`src/rtl/load_store_unit.sv`:
```
// -----------------------------------------------------------------------------
// load_store_unit
//
// Multicycle load/store unit for a non-pipelined RV32I core. One load or store
// request becomes a single word-aligned memory transaction over a req/ack
// handshake. The unit generates byte enables and write-data lanes, and it
// returns sign- or zero-extended load data to the writeback path.
//
// Optional feature macro: LSU_TIMEOUT_EN
//   If defined, an ack watchdog aborts a REQ that waits TIMEOUT cycles and
//   reports it with fault. If not defined, REQ waits for mem_ack indefinitely.
//
// Ports:
//   clk, rst             clock, asynchronous active-high reset
//   start                one-cycle request, sampled only in IDLE
//   ir                   instruction (opcode ir[6:0], funct3 ir[14:12])
//   addr, store_data     byte address and rs2 value, sampled with start
//   busy                 high from the cycle after an accepted start to done
//   done, fault          one-cycle completion pulse / error flag (with done)
//   load_data            extended load result, held until the next good load
//   mem_req, mem_we      memory request strobe and write select
//   mem_addr             word-aligned address
//   mem_be, mem_wdata    byte enables and lane-replicated store data
//   mem_rdata, mem_ack   memory response
// -----------------------------------------------------------------------------
module load_store_unit #(
    parameter int TIMEOUT = 16
) (
    input  logic        clk,
    input  logic        rst,
    input  logic        start,
    input  logic [31:0] ir,
    input  logic [31:0] addr,
    input  logic [31:0] store_data,
    output logic        busy,
    output logic        done,
    output logic        fault,
    output logic [31:0] load_data,
    output logic        mem_req,
    output logic        mem_we,
    output logic [31:0] mem_addr,
    output logic [3:0]  mem_be,
    output logic [31:0] mem_wdata,
    input  logic [31:0] mem_rdata,
    input  logic        mem_ack
);

    localparam logic [1:0] IDLE = 2'd0;
    localparam logic [1:0] REQ  = 2'd1;
    localparam logic [1:0] RESP = 2'd2;

    localparam logic [6:0] OP_LOAD  = 7'b0000011;
    localparam logic [6:0] OP_STORE = 7'b0100011;

    logic [1:0]  state_q, state_d;
    logic [2:0]  funct3_q, funct3_d;
    logic        is_store_q, is_store_d;
    logic [1:0]  offset_q, offset_d;
    logic        busy_q, busy_d;
    logic        done_q, done_d;
    logic        fault_q, fault_d;
    logic [31:0] load_data_q, load_data_d;
    logic        mem_req_q, mem_req_d;
    logic        mem_we_q, mem_we_d;
    logic [31:0] mem_addr_q, mem_addr_d;
    logic [3:0]  mem_be_q, mem_be_d;
    logic [31:0] mem_wdata_q, mem_wdata_d;

`ifdef LSU_TIMEOUT_EN
    localparam int CNT_W = $clog2(TIMEOUT + 1);
    logic [CNT_W-1:0] cnt_q, cnt_d;
`endif

    // Only the opcode and funct3 fields of the instruction matter here.
    logic unused_ir_bits;
    assign unused_ir_bits = ^{ir[31:15], ir[11:7]};

    logic        req_is_load, req_is_store, req_legal;
    logic [3:0]  st_be;
    logic [31:0] st_wdata;
    logic [31:0] rdata_shifted;
    logic [31:0] load_ext;

    assign req_is_load  = (ir[6:0] == OP_LOAD);
    assign req_is_store = (ir[6:0] == OP_STORE);

    // Legality check: the funct3 encoding must be valid, and the address must
    // be aligned to the natural access size.
    always_comb begin
        req_legal = 1'b0;
        if (req_is_load) begin
            case (ir[14:12])
                3'b000, 3'b100: req_legal = 1'b1;
                3'b001, 3'b101: req_legal = ~addr[0];
                3'b010:         req_legal = (addr[1:0] == 2'b00);
                default:        req_legal = 1'b0;
            endcase
        end else if (req_is_store) begin
            case (ir[14:12])
                3'b000:  req_legal = 1'b1;
                3'b001:  req_legal = ~addr[0];
                3'b010:  req_legal = (addr[1:0] == 2'b00);
                default: req_legal = 1'b0;
            endcase
        end
    end

    // Store lanes: replicate the data so that every byte enable selects the
    // correct bytes without a barrel shift.
    always_comb begin
        case (ir[13:12])
            2'b00: begin
                st_be    = 4'b0001 << addr[1:0];
                st_wdata = {4{store_data[7:0]}};
            end
            2'b01: begin
                st_be    = 4'b0011 << addr[1:0];
                st_wdata = {2{store_data[15:0]}};
            end
            default: begin
                st_be    = 4'b1111;
                st_wdata = store_data;
            end
        endcase
    end

    // Load extraction: move the addressed byte or half to bit 0, then extend it.
    assign rdata_shifted = mem_rdata >> {offset_q, 3'b000};

    always_comb begin
        case (funct3_q)
            3'b000:  load_ext = {{24{rdata_shifted[7]}}, rdata_shifted[7:0]};
            3'b100:  load_ext = {24'h0, rdata_shifted[7:0]};
            3'b001:  load_ext = {{16{rdata_shifted[15]}}, rdata_shifted[15:0]};
            3'b101:  load_ext = {16'h0, rdata_shifted[15:0]};
            default: load_ext = mem_rdata;
        endcase
    end

    always_comb begin
        state_d     = state_q;
        funct3_d    = funct3_q;
        is_store_d  = is_store_q;
        offset_d    = offset_q;
        busy_d      = busy_q;
        done_d      = 1'b0;
        fault_d     = 1'b0;
        load_data_d = load_data_q;
        mem_req_d   = mem_req_q;
        mem_we_d    = mem_we_q;
        mem_addr_d  = mem_addr_q;
        mem_be_d    = mem_be_q;
        mem_wdata_d = mem_wdata_q;
`ifdef LSU_TIMEOUT_EN
        cnt_d       = cnt_q;
`endif
        case (state_q)
            IDLE: begin
                if (start && (req_is_load || req_is_store)) begin
                    funct3_d   = ir[14:12];
                    is_store_d = req_is_store;
                    offset_d   = addr[1:0];
                    busy_d     = 1'b1;
                    if (req_legal) begin
                        state_d    = REQ;
                        mem_req_d  = 1'b1;
                        mem_we_d   = req_is_store;
                        mem_addr_d = {addr[31:2], 2'b00};
                        mem_be_d   = req_is_store ? st_be : 4'b1111;
                        if (req_is_store) begin
                            mem_wdata_d = st_wdata;
                        end
`ifdef LSU_TIMEOUT_EN
                        cnt_d = '0;
`endif
                    end else begin
                        // An illegal access reports a fault immediately and
                        // never reaches the memory port.
                        state_d = RESP;
                        done_d  = 1'b1;
                        fault_d = 1'b1;
                    end
                end
            end
            REQ: begin
                if (mem_ack) begin
                    state_d   = RESP;
                    mem_req_d = 1'b0;
                    mem_we_d  = 1'b0;
                    done_d    = 1'b1;
                    if (!is_store_q) begin
                        load_data_d = load_ext;
                    end
                end
`ifdef LSU_TIMEOUT_EN
                else if (cnt_q == CNT_W'(TIMEOUT - 1)) begin
                    state_d   = RESP;
                    mem_req_d = 1'b0;
                    mem_we_d  = 1'b0;
                    done_d    = 1'b1;
                    fault_d   = 1'b1;
                end else begin
                    cnt_d = cnt_q + 1'b1;
                end
`endif
            end
            RESP: begin
                state_d = IDLE;
                busy_d  = 1'b0;
            end
            default: begin
                state_d   = IDLE;
                busy_d    = 1'b0;
                mem_req_d = 1'b0;
                mem_we_d  = 1'b0;
            end
        endcase
    end

    always_ff @(posedge clk or posedge rst) begin
        if (rst) begin
            state_q     <= IDLE;
            funct3_q    <= 3'b000;
            is_store_q  <= 1'b0;
            offset_q    <= 2'b00;
            busy_q      <= 1'b0;
            done_q      <= 1'b0;
            fault_q     <= 1'b0;
            load_data_q <= 32'h0;
            mem_req_q   <= 1'b0;
            mem_we_q    <= 1'b0;
            mem_addr_q  <= 32'h0;
            mem_be_q    <= 4'b0000;
            mem_wdata_q <= 32'h0;
`ifdef LSU_TIMEOUT_EN
            cnt_q       <= '0;
`endif
        end else begin
            state_q     <= state_d;
            funct3_q    <= funct3_d;
            is_store_q  <= is_store_d;
            offset_q    <= offset_d;
            busy_q      <= busy_d;
            done_q      <= done_d;
            fault_q     <= fault_d;
            load_data_q <= load_data_d;
            mem_req_q   <= mem_req_d;
            mem_we_q    <= mem_we_d;
            mem_addr_q  <= mem_addr_d;
            mem_be_q    <= mem_be_d;
            mem_wdata_q <= mem_wdata_d;
`ifdef LSU_TIMEOUT_EN
            cnt_q       <= cnt_d;
`endif
        end
    end

    assign busy      = busy_q;
    assign done      = done_q;
    assign fault     = fault_q;
    assign load_data = load_data_q;
    assign mem_req   = mem_req_q;
    assign mem_we    = mem_we_q;
    assign mem_addr  = mem_addr_q;
    assign mem_be    = mem_be_q;
    assign mem_wdata = mem_wdata_q;

endmodule

```
`config.mk`:
```
export PLATFORM = sky130hd
export DESIGN_NAME = load_store_unit
export DESIGN_NICKNAME = d
export VERILOG_FILES = /design/src/rtl/load_store_unit.sv
export SDC_FILE = /design/constraint.sdc
export NUM_CORES = 1
export LEC_CHECK = 0
export CORE_UTILIZATION = 34
export DETAILED_ROUTE_END_ITERATION = 8
export GPL_TIMING_DRIVEN = 0
export PLACE_DENSITY = 0.8
export SLEW_MARGIN = 20
export SYNTH_ARGS = -nofsm -noshare
export SYNTH_HDL_FRONTEND = slang
export SYNTH_SLANG_ARGS = --single-unit
```
`constraint.sdc`:
```
create_clock -name clk -period 3.34 [get_ports clk]
set_clock_uncertainty 0.05 [all_clocks]
set_input_delay 0.334 -clock clk [delete_from_list [all_inputs] [get_ports clk]]
set_output_delay 0.334 -clock clk [all_outputs]
set_load 0.01 [all_outputs]
```
### Word level (Yosys, flattened, before mapping)

Index checks and enable logic that the tools add are counted.

| cells by class | value |
|---|---|
| eq/ne operators | 15 |
| shift operators | 3 |
| multiplexer cells | 26 |
| bitwise logic cells | 4 |
| reduce and logical (&&, ||, !) cells | 16 |

Operators with widths:

| cell | count |
|---|---|
| 32-bit case mux with 4 select lines | 1 |
| 32-bit case mux with 2 select lines | 1 |
| 32-bit by 5-bit >> shifter with 16-bit output | 1 |
| 3-bit equality test (second input constant) | 4 |
| 1-bit 2-to-1 mux | 12 |
| 1-bit case mux with 3 select lines | 4 |
| 4-bit case mux with 2 select lines | 1 |
| 4-bit AND reduction | 2 |
| 7-bit by 2-bit equality test with 1-bit output (second input constant) | 1 |
| 7-bit by 6-bit equality test with 1-bit output (second input constant) | 1 |
| 3-bit by 1-bit equality test with 1-bit output (second input constant) | 2 |
| 2-bit zero test | 3 |
| 3-bit zero test | 2 |
| 2-bit 2-to-1 mux | 3 |
| 2-bit != test (second input constant) | 3 |
| 2-bit AND reduction | 3 |
| 3-bit AND reduction | 2 |
| 2-bit by 1-bit equality test with 1-bit output (second input constant) | 2 |
| 4-bit 2-to-1 mux | 1 |
| 1-bit inverter | 4 |
| 1-bit case mux with 2 select lines | 2 |
| 2-bit case mux with 2 select lines | 1 |
| 2-bit OR reduction | 2 |
| 1-bit by 2-bit left shift with 4-bit output (first input constant) | 1 |
| other kinds (5) | 5 |

| word-level totals | value |
|---|---|
| register bits | 111 |
| bits of input ports | 132 |
| output and inout port bits | 105 |
| word-level logic and storage cells | 77 |

### Logic depth before layout (Yosys ltp)

Gate-level depths: netlist of run 1.

| logic depth | value |
|---|---|
| depth in word-level cells | 7 |
| depth in mapped cells | 6 |
| gate-level depth less buffers | 4 |

### Least setup slack after synthesis of run 1

Ideal clock, no wire load.

| timing | value |
|---|---|
| kind | input to register |
| start point | input port ir[12] |
| end point | register mem_wdata_q[0], in the netlist mem_wdata[0] |
| library setup time | 128 ps |
| arrival time | 1893 ps |
| required time | 3162 ps |
| slack | 1269 ps |
| stages | 6 |
| path buffers | 2 |
| cells stage by stage | clkbuf_1 a221oi_2 nor2_1 nor4b_4 buf_2 mux2_1 |

| on the way | value |
|---|---|
| cells in the longest elaborated chain, start to end | 5 |
| elaborated cells between the ends (all ways) | 12 |
| those cells by class | 4 x eq/ne; 4 x mux; 4 x reduce/logical |

Ends and longest elaborated chain:

| item | line | RTL |
|---|---|---|
| start, declared | 32 | `input logic [31:0] ir,` |
| 3-bit by 2-bit equality test with 1-bit output (tied with other cells) | 92, 99 |  |
| 1-bit case mux with 3 select lines or 2-bit OR reduction (tied branches) | 99, 92 |  |
| 1-bit 2-to-1 mux or 1-bit case mux with 3 select lines (tied branches) | 98, 92 |  |
| 1-bit 2-to-1 mux (*) | 91 | `if (req_is_load) begin` |
| 4-bit AND reduction (no line) (*) | - |  |
| end signal, assigned | 251 | `mem_wdata_q <= mem_wdata_d;` |
| end, declared | 67 | `logic [31:0] mem_wdata_q, mem_wdata_d;` |

Every way passes the cells marked *; elsewhere a longest branch is shown, timed or not.
A chain may end at the register's enable or synchronous reset.

### Final worst setup path of run 1

| timing | value |
|---|---|
| start point | input port addr[0] |
| end point | register mem_wdata_q[1], in the netlist mem_wdata[1] |

| on the way | value |
|---|---|
| cells in the longest elaborated chain, start to end | 5 |
| elaborated cells between the ends (all ways) | 7 |
| those cells by class | 4 x mux; 1 x bitwise; 2 x reduce/logical |

Ends and longest elaborated chain:

| item | line | RTL |
|---|---|---|
| start, declared | 33 | `input logic [31:0] addr,` |
| 2-bit zero test or 1-bit inverter (tied branches) | - |  |
| 1-bit case mux with 3 select lines | 99 | `case (ir[14:12])` |
| 1-bit 2-to-1 mux | 98 | `end else if (req_is_store) begin` |
| 1-bit 2-to-1 mux (*) | 91 |  |
| 4-bit AND reduction (no line) (*) | - |  |

Marks and branches as above.

==> flow_metrics.env, run 1 <==
export IMPL_status="finished, final reports clean"
export IMPL_initial_core_util_pct=35.4
export IMPL_overflow=0
export IMPL_synth_edf_count=0
export IMPL_synth_fa_ha_area_share_pct=0
export IMPL_antenna_cells=0
export IMPL_hpwl_um=12100
export IMPL_synth_simple_area_share_pct=11.4
export IMPL_period_needed_ns=2.50
export IMPL_yosys_warnings=0
export IMPL_critPathLaunchType="input pin"
export IMPL_die_width_um=126
export IMPL_grt_antenna_before_repair=0
export IMPL_finalHoldViolCount=0
export IMPL_core_area_um2=14800
export IMPL_cts_resized=0
export IMPL_die_h_um=126
export IMPL_synth_top_family_by_area="multiplexers"
export IMPL_cts_max_level=3
export IMPL_cap_violations=0
export IMPL_synthFlopType="dfrtp_1"
export IMPL_r2r_start="state_q[1]$_DFFE_PP0P_"
export IMPL_cts_buffer_depth=2
export IMPL_grt_max_degree=61
export IMPL_synth_top_cell_by_area="dfrtp_1"
export IMPL_drc=0
export IMPL_clkTransAtPathRegs_ns=0.08
export IMPL_drt_total_wl_um=15700
export IMPL_seq_area_frac_synth_pct=53.1
export IMPL_numCtsBuffers=9
export IMPL_cts_tree="built"
export IMPL_synthTopCellsByArea="dfrtp_1, mux2_1, mux2_2"
export IMPL_cp_arrival_ns=2.68
export IMPL_drive_gt1_share_pct=10.7
export IMPL_fin_nets=810
export IMPL_hold_path_class="in2async"
export IMPL_ioPinCount=237
export IMPL_slew_headroom_pct=50.7
export IMPL_path_class="in2reg"
export IMPL_finalCritPeriodShare_pct=75.0
export IMPL_reg2regPathDepth=5
export IMPL_port_buffer_count=210
export IMPL_yosysMostFrequentCell="dfrtp_1"
export IMPL_synth_compound_area_share_pct=9.50
export IMPL_synth_xor_area_share_pct=0
export IMPL_clock_latency_ns=0.35
export IMPL_ir_worst_vdd_mv=0.321
export IMPL_synth_top_cells_by_count="dfrtp_1, mux2_1, nand2_1"
export IMPL_fin_cells=867
export IMPL_ys_ff_latch=111
export IMPL_via_count=4488
export IMPL_leakage_nw=3.52
export IMPL_synth_async_reset_ratio_pct=100
export IMPL_fmax_mhz=399
export IMPL_syn_inst=455
export IMPL_tns_ns=0
export IMPL_tightest_slew_ns=0.739
export IMPL_num_rows=44
export IMPL_setup_violations=0
export IMPL_cts_root_buf="clkbuf_16"
export IMPL_critPathCaptureType="flop"
export IMPL_clock_sinks=111
export IMPL_grt_pass1_vias=4944
export IMPL_dieArea_um2=15900
export IMPL_rr_endpoint="mem_wdata[1]$_DFFE_PP0P_"
export IMPL_synth_top_area_share_pct=53.1
export IMPL_cts_hold_fix_buffers=0
export IMPL_drtPass1Iterations=4
export IMPL_worstPathRequired_ns=3.52
export IMPL_slew_viol_final=0
export IMPL_grt_pass1_wl_um=25200
export IMPL_rsz0062_at_grt="false"
export IMPL_post_cts_setup_buffers=0
export IMPL_syn_area_per_cell_um2=11.5
export IMPL_ant_nets=0
export IMPL_synthMuxAreaShare_pct=22.9
export IMPL_regToRegSetupSlack_ns=0.99
export IMPL_drt_initial_drc_count=224
export IMPL_gp_congestion=0.892
export IMPL_grtUsageTotal_pct=20.4
export IMPL_syn_cell_area_um2=5230
export IMPL_vias_per_cell=5.18
export IMPL_dp_cells=851
export IMPL_area_growth_pct=50.9
export IMPL_wl_per_cell_um=18.1
export IMPL_power_density_nw_per_um2=415
export IMPL_worstPathMaxFanout=10
export IMPL_ys_types=41
==> cell usage in the layout (no fill, tap or decap), types with 8 or more instances in the layout <==
| master | instances |
|---|---|
| mux2_1 | 44 |
| mux2i_1 | 25 |
| dfrtp_1 | 111 |
| o21ai_0 | 26 |
| clkdlybuf4s50_1 | 210 |
| nand2b_1 | 9 |
| nand3_1 | 34 |
| clkbuf_16 | 9 |
| nor2_1 | 19 |
| a21oi_1 | 13 |
| mux2_2 | 38 |
| nand2_1 | 44 |
| o211ai_1 | 8 |
| clkbuf_1 | 22 |
==> layout make-up <==
type,instances,area [um2]
Buffer,32,136
Clock buffer,10,239
Clock inverter,6,55.1
Fill cell,1234,6860
Inverter,5,23.8
Multi-Input combinational cell,308,2300
Sequential cell,111,2780
Tap cell,184,230
Timing Repair Buffer,211,2130
==> sequential cells by signal (all words and copies together) (netlist names), 2 cells and up <==
signal and count:
state_q 2, funct3_q 3, mem_wdata 32, load_data 32
offset_q 2, mem_be 4, mem_addr 30
==> worst max-delay path: stages <==
cell,delay [ns]
clkdlybuf4s50_1,0.57
a221oi_2,0.44
nor2_1,0.17
nor4b_4,0.45
buf_2,0.35
mux2_1,0.37
==> through the flow <==
stage	power, mW	setup slack, ns	hold slack [ns]	util, %	cell area [um2]
after floorplan	1.82	0.0253	0.416	-	5230
after global placement	2.21	-1.51	0.410	51.3	7560
after detailed placement	2.23	0.473	0.426	51.5	7600
after CTS	3.31	0.848	0.353	53.5	7890
after global routing	3.43	0.700	0.375	53.5	7890
final	3.28	0.835	0.330	53.5	7890
==> metal layers <==
layer	global-route usage [%]	vias to the layer above	part of all wire [%]
met5	0	-	0
li1	-	2064	-
met3	8.33	29	10
met2	34.3	214	49
met4	8.29	0	2.6
met1	23.2	2181	39
==> kinds of logic (layout without fill, tap and decap cells) <==
group           Yosys count  after routing
flops                   111            111
simple gates            122            122
buf+inv                  37            264
compound gates           76             76
mux                     108            108
other cells               1              2
==> report_power, final <==
part	internal, mW	total (mW)	switching [mW]
registers	1.43	1.49	0.0589
clock network	0.539	1.07	0.526
logic	0.398	0.717	0.319
total	2.37	3.28	0.904
==> worst max path at each step <==
stage,start,end,slack (ns),depth (start not counted)
3_5_place_dp,addr[0],mem_wdata[0]$_DFFE_PP0P_,0.47,6
5_1_grt,addr[0],mem_wdata[0]$_DFFE_PP0P_,0.70,6
6_report,addr[0],mem_wdata[1]$_DFFE_PP0P_,0.84,6
3_3_place_gp,rst,mem_wdata[4]$_DFFE_PP0P_,-1.51,2
4_1_cts,addr[0],mem_wdata[1]$_DFFE_PP0P_,0.85,6
2_1_floorplan,rst,busy$_DFFE_PP0P_,0.03,1
No activity file was read; power rests on OpenSTA's default activity.
==> inputs of run 2 (changes only) <==
==> constraint.sdc (replaced) <==
create_clock -name clk -period 2.1 [get_ports clk]
set_clock_uncertainty 0.05 [all_clocks]
set_input_delay 0.21 -clock clk [delete_from_list [all_inputs] [get_ports clk]]
set_output_delay 0.21 -clock clk [all_outputs]
set_load 0.01 [all_outputs]
==> run 2 against run 1 <==
  * Non-clock buffer count up 12
  * Global-route usage increased by 1.1 points
  * Core utilization rose by 1.5 points
  * Clock power up 61%
  * Sequential share of layout area decreased by 0.97 points
  * Register-to-register slack worse by 0.91 ns
  * First-iteration DRC count shrank 0.89%
  * Worst hold slack lost 0.12 ns
  * Die area stayed put
  * Critical path type unchanged
  * Largest cell class unchanged
==> flow_metrics.env, run 2 (synthesized netlist as in run 1, its figures left out) <==
export IMPL_tightest_slew_ns=0.828
export IMPL_intPower_mw=3.87
export IMPL_max_stage_delay_ns=0.54
export IMPL_finalHoldViolCount=0
export IMPL_filler_cell_count=1291
export IMPL_die_h_um=126
export IMPL_antenna_cells=0
export IMPL_fin_area_um2=8120
export IMPL_initial_core_util_pct=35.4
export IMPL_power_density_nw_per_um2=652
export IMPL_via_count=4544
export IMPL_clock_sinks=111
export IMPL_swShare_pct=27.0
export IMPL_slew_viol_final=0
export IMPL_vias_per_cell=5.18
export IMPL_pwr_share_seq_pct=44.9
export IMPL_finalCritPeriodShare_pct=96.6
export IMPL_period_needed_ns=2.03
export IMPL_switchingPower_mw=1.43
export IMPL_grtUsageTotal_pct=21.5
export IMPL_cts_tree="built"
export IMPL_core_area_um2=14800
export IMPL_ant_nets=0
export IMPL_met1_length_um=6500
export IMPL_gp_congestion=0.869
export IMPL_cts_buffer_depth=2
export IMPL_num_rows=44
export IMPL_place_area_um2=7670
export IMPL_hpwl_um=12900
export IMPL_critPathLaunchType="input pin"
export IMPL_ir_worst_vdd_mv=0.400
export IMPL_ioPinCount=237
export IMPL_drt_total_wl_um=16700
export IMPL_timing_final_ws_setup_ns=0.0718
export IMPL_numCtsBuffers=9
export IMPL_crit_top_cell="buf_4"
export IMPL_clkTransAtPathRegs_ns=0.07
export IMPL_grt_pass1_wl_um=26300
export IMPL_drtPass1Iterations=4
export IMPL_critPathCaptureType="flop"
export IMPL_final_cell_mix="clkdlybuf4s50_1, dfrtp_1, mux2_1, nand2_1, mux2_2"
export IMPL_die_width_um=126
export IMPL_path_class="in2reg"
export IMPL_crit_chain="clkdlybuf4s50_1 -> a221oi_4 -> nor2_1 -> nor4b_4 -> buf_4 -> buf_4 -> mux2_1"
export IMPL_overflow=0
export IMPL_port_buffer_count=210
export IMPL_worstPathRequired_ns=2.29
export IMPL_clock_latency_ns=0.36
export IMPL_drive_gt1_share_pct=13.0
export IMPL_area_growth_pct=55.3
export IMPL_final_common_cell="clkdlybuf4s50_1"
export IMPL_wl_met3_um=1850
export IMPL_dieArea_um2=15900
export IMPL_pwr_share_comb_pct=22.5
export IMPL_drt_initial_drc_count=222
export IMPL_cts_root_buf="clkbuf_16"
export IMPL_regArea_um2=2780
export IMPL_grt_antenna_before_repair=1
export IMPL_setup_violations=0
export IMPL_leakage_nw=3.62
export IMPL_cap_violations=0
export IMPL_preCtsSetupSlack_ns=-0.604
export IMPL_dr_wl_met2_um=7940
export IMPL_wl_per_cell_um=19.0
export IMPL_drc=0
export IMPL_crit_slowest_cell="clkdlybuf4s50_1"
export IMPL_slew_headroom_pct=44.6
export IMPL_multi_input_area_um2=2370
export IMPL_hold_path_class="in2async"
export IMPL_grt_pass1_vias=4910
export IMPL_pwr_share_clk_pct=32.6
export IMPL_worstPathMaxFanout=10
export IMPL_fmax_mhz=493
export IMPL_grt_max_degree=28
export IMPL_fin_nets=822
export IMPL_cts_max_level=3
export IMPL_status="finished, final reports clean"
export IMPL_cp_arrival_ns=2.22
export IMPL_top_layer_used="met5"
==> run 2: stage by stage <==
stage / power (mW) / instances / TNS [ns] / util, % / hold WS (ns)
after floorplan: 2.90 / 456 / 0 / - / 0.292
after detailed placement: 3.59 / 854 / -36.94 / 52.0 / 0.423
final: 5.29 / 878 / 0 / 55.0 / 0.213
after CTS: 5.33 / 871 / 0 / 54.4 / 0.219
after global routing: 5.52 / 878 / -0.00154 / 55.0 / 0.248
after global placement: 3.53 / 850 / -98.82 / 51.3 / 0.414
==> run 2: repair_timing <==
item,CTS,global route
resized for setup,11,14
pin swaps,3,5
hold buffers,0,0
gates cloned,0,1
setup buffers,2,6
setup endpoints to repair,64,59
==> run 2: final cells by class <==
class,count,share of cell area (%)
repair buffers,223,28.0
clock inverters,4,0.678
flip-flops and latches,111,34.2
inverters,5,0.277
plain buffers,32,1.96
well taps,184,2.84
clock buffers,11,2.87
multi-input cells,308,29.2
==> run 2: power by group through the flow <==
stage	Combinational (mW)	Sequential (mW)	Clock [mW]
floorplan	0.438	2.46	0
global placement	1.13	2.41	0
detailed placement	1.17	2.41	0
CTS	1.19	2.37	1.77
global route	1.29	2.39	1.84
finish	1.19	2.37	1.72
==> run 2: worst max-delay path, delay by kind of cell <==
kind | cells | cell delay, ns
multiplexers | 1 | 0.34
buffers and inverters | 3 | 0.94
AND/OR/NAND/NOR | 2 | 0.37
AO/OA/AOI/OAI | 1 | 0.35
==> run 2: path summary, 6_finish.rpt <==
| path | endpoint | slack [ns] | depth (start not counted) | startpoint |
|---|---|---|---|---|
| setup reg to reg | mem_wdata[15]$_DFFE_PP0P_ | 0.08 | 6 | state_q[1]$_DFFE_PP0P_ |
| hold reg to reg | load_data[0]$_DFFE_PP0P_ | 0.44 | 2 | load_data[0]$_DFFE_PP0P_ |
| setup / recovery | mem_wdata[15]$_DFFE_PP0P_ | 0.07 | 7 | ir[5] |
| min in group clk | offset_q[1]$_DFFE_PP0P_ | 0.24 | 3 | addr[1] |
| hold / removal | load_data[6]$_DFFE_PP0P_ | 0.21 | 2 | rst |
| max in group asynchronous | mem_addr[2]$_DFFE_PP0P_ | 1.10 | 4 | rst |
==> run 2: metal layers <==
layer,global-route usage (%),vias up
li1,-,2095
met1,25.1,2185
met2,36.2,233
met3,8.16,29
met4,7.23,2
met5,0,-
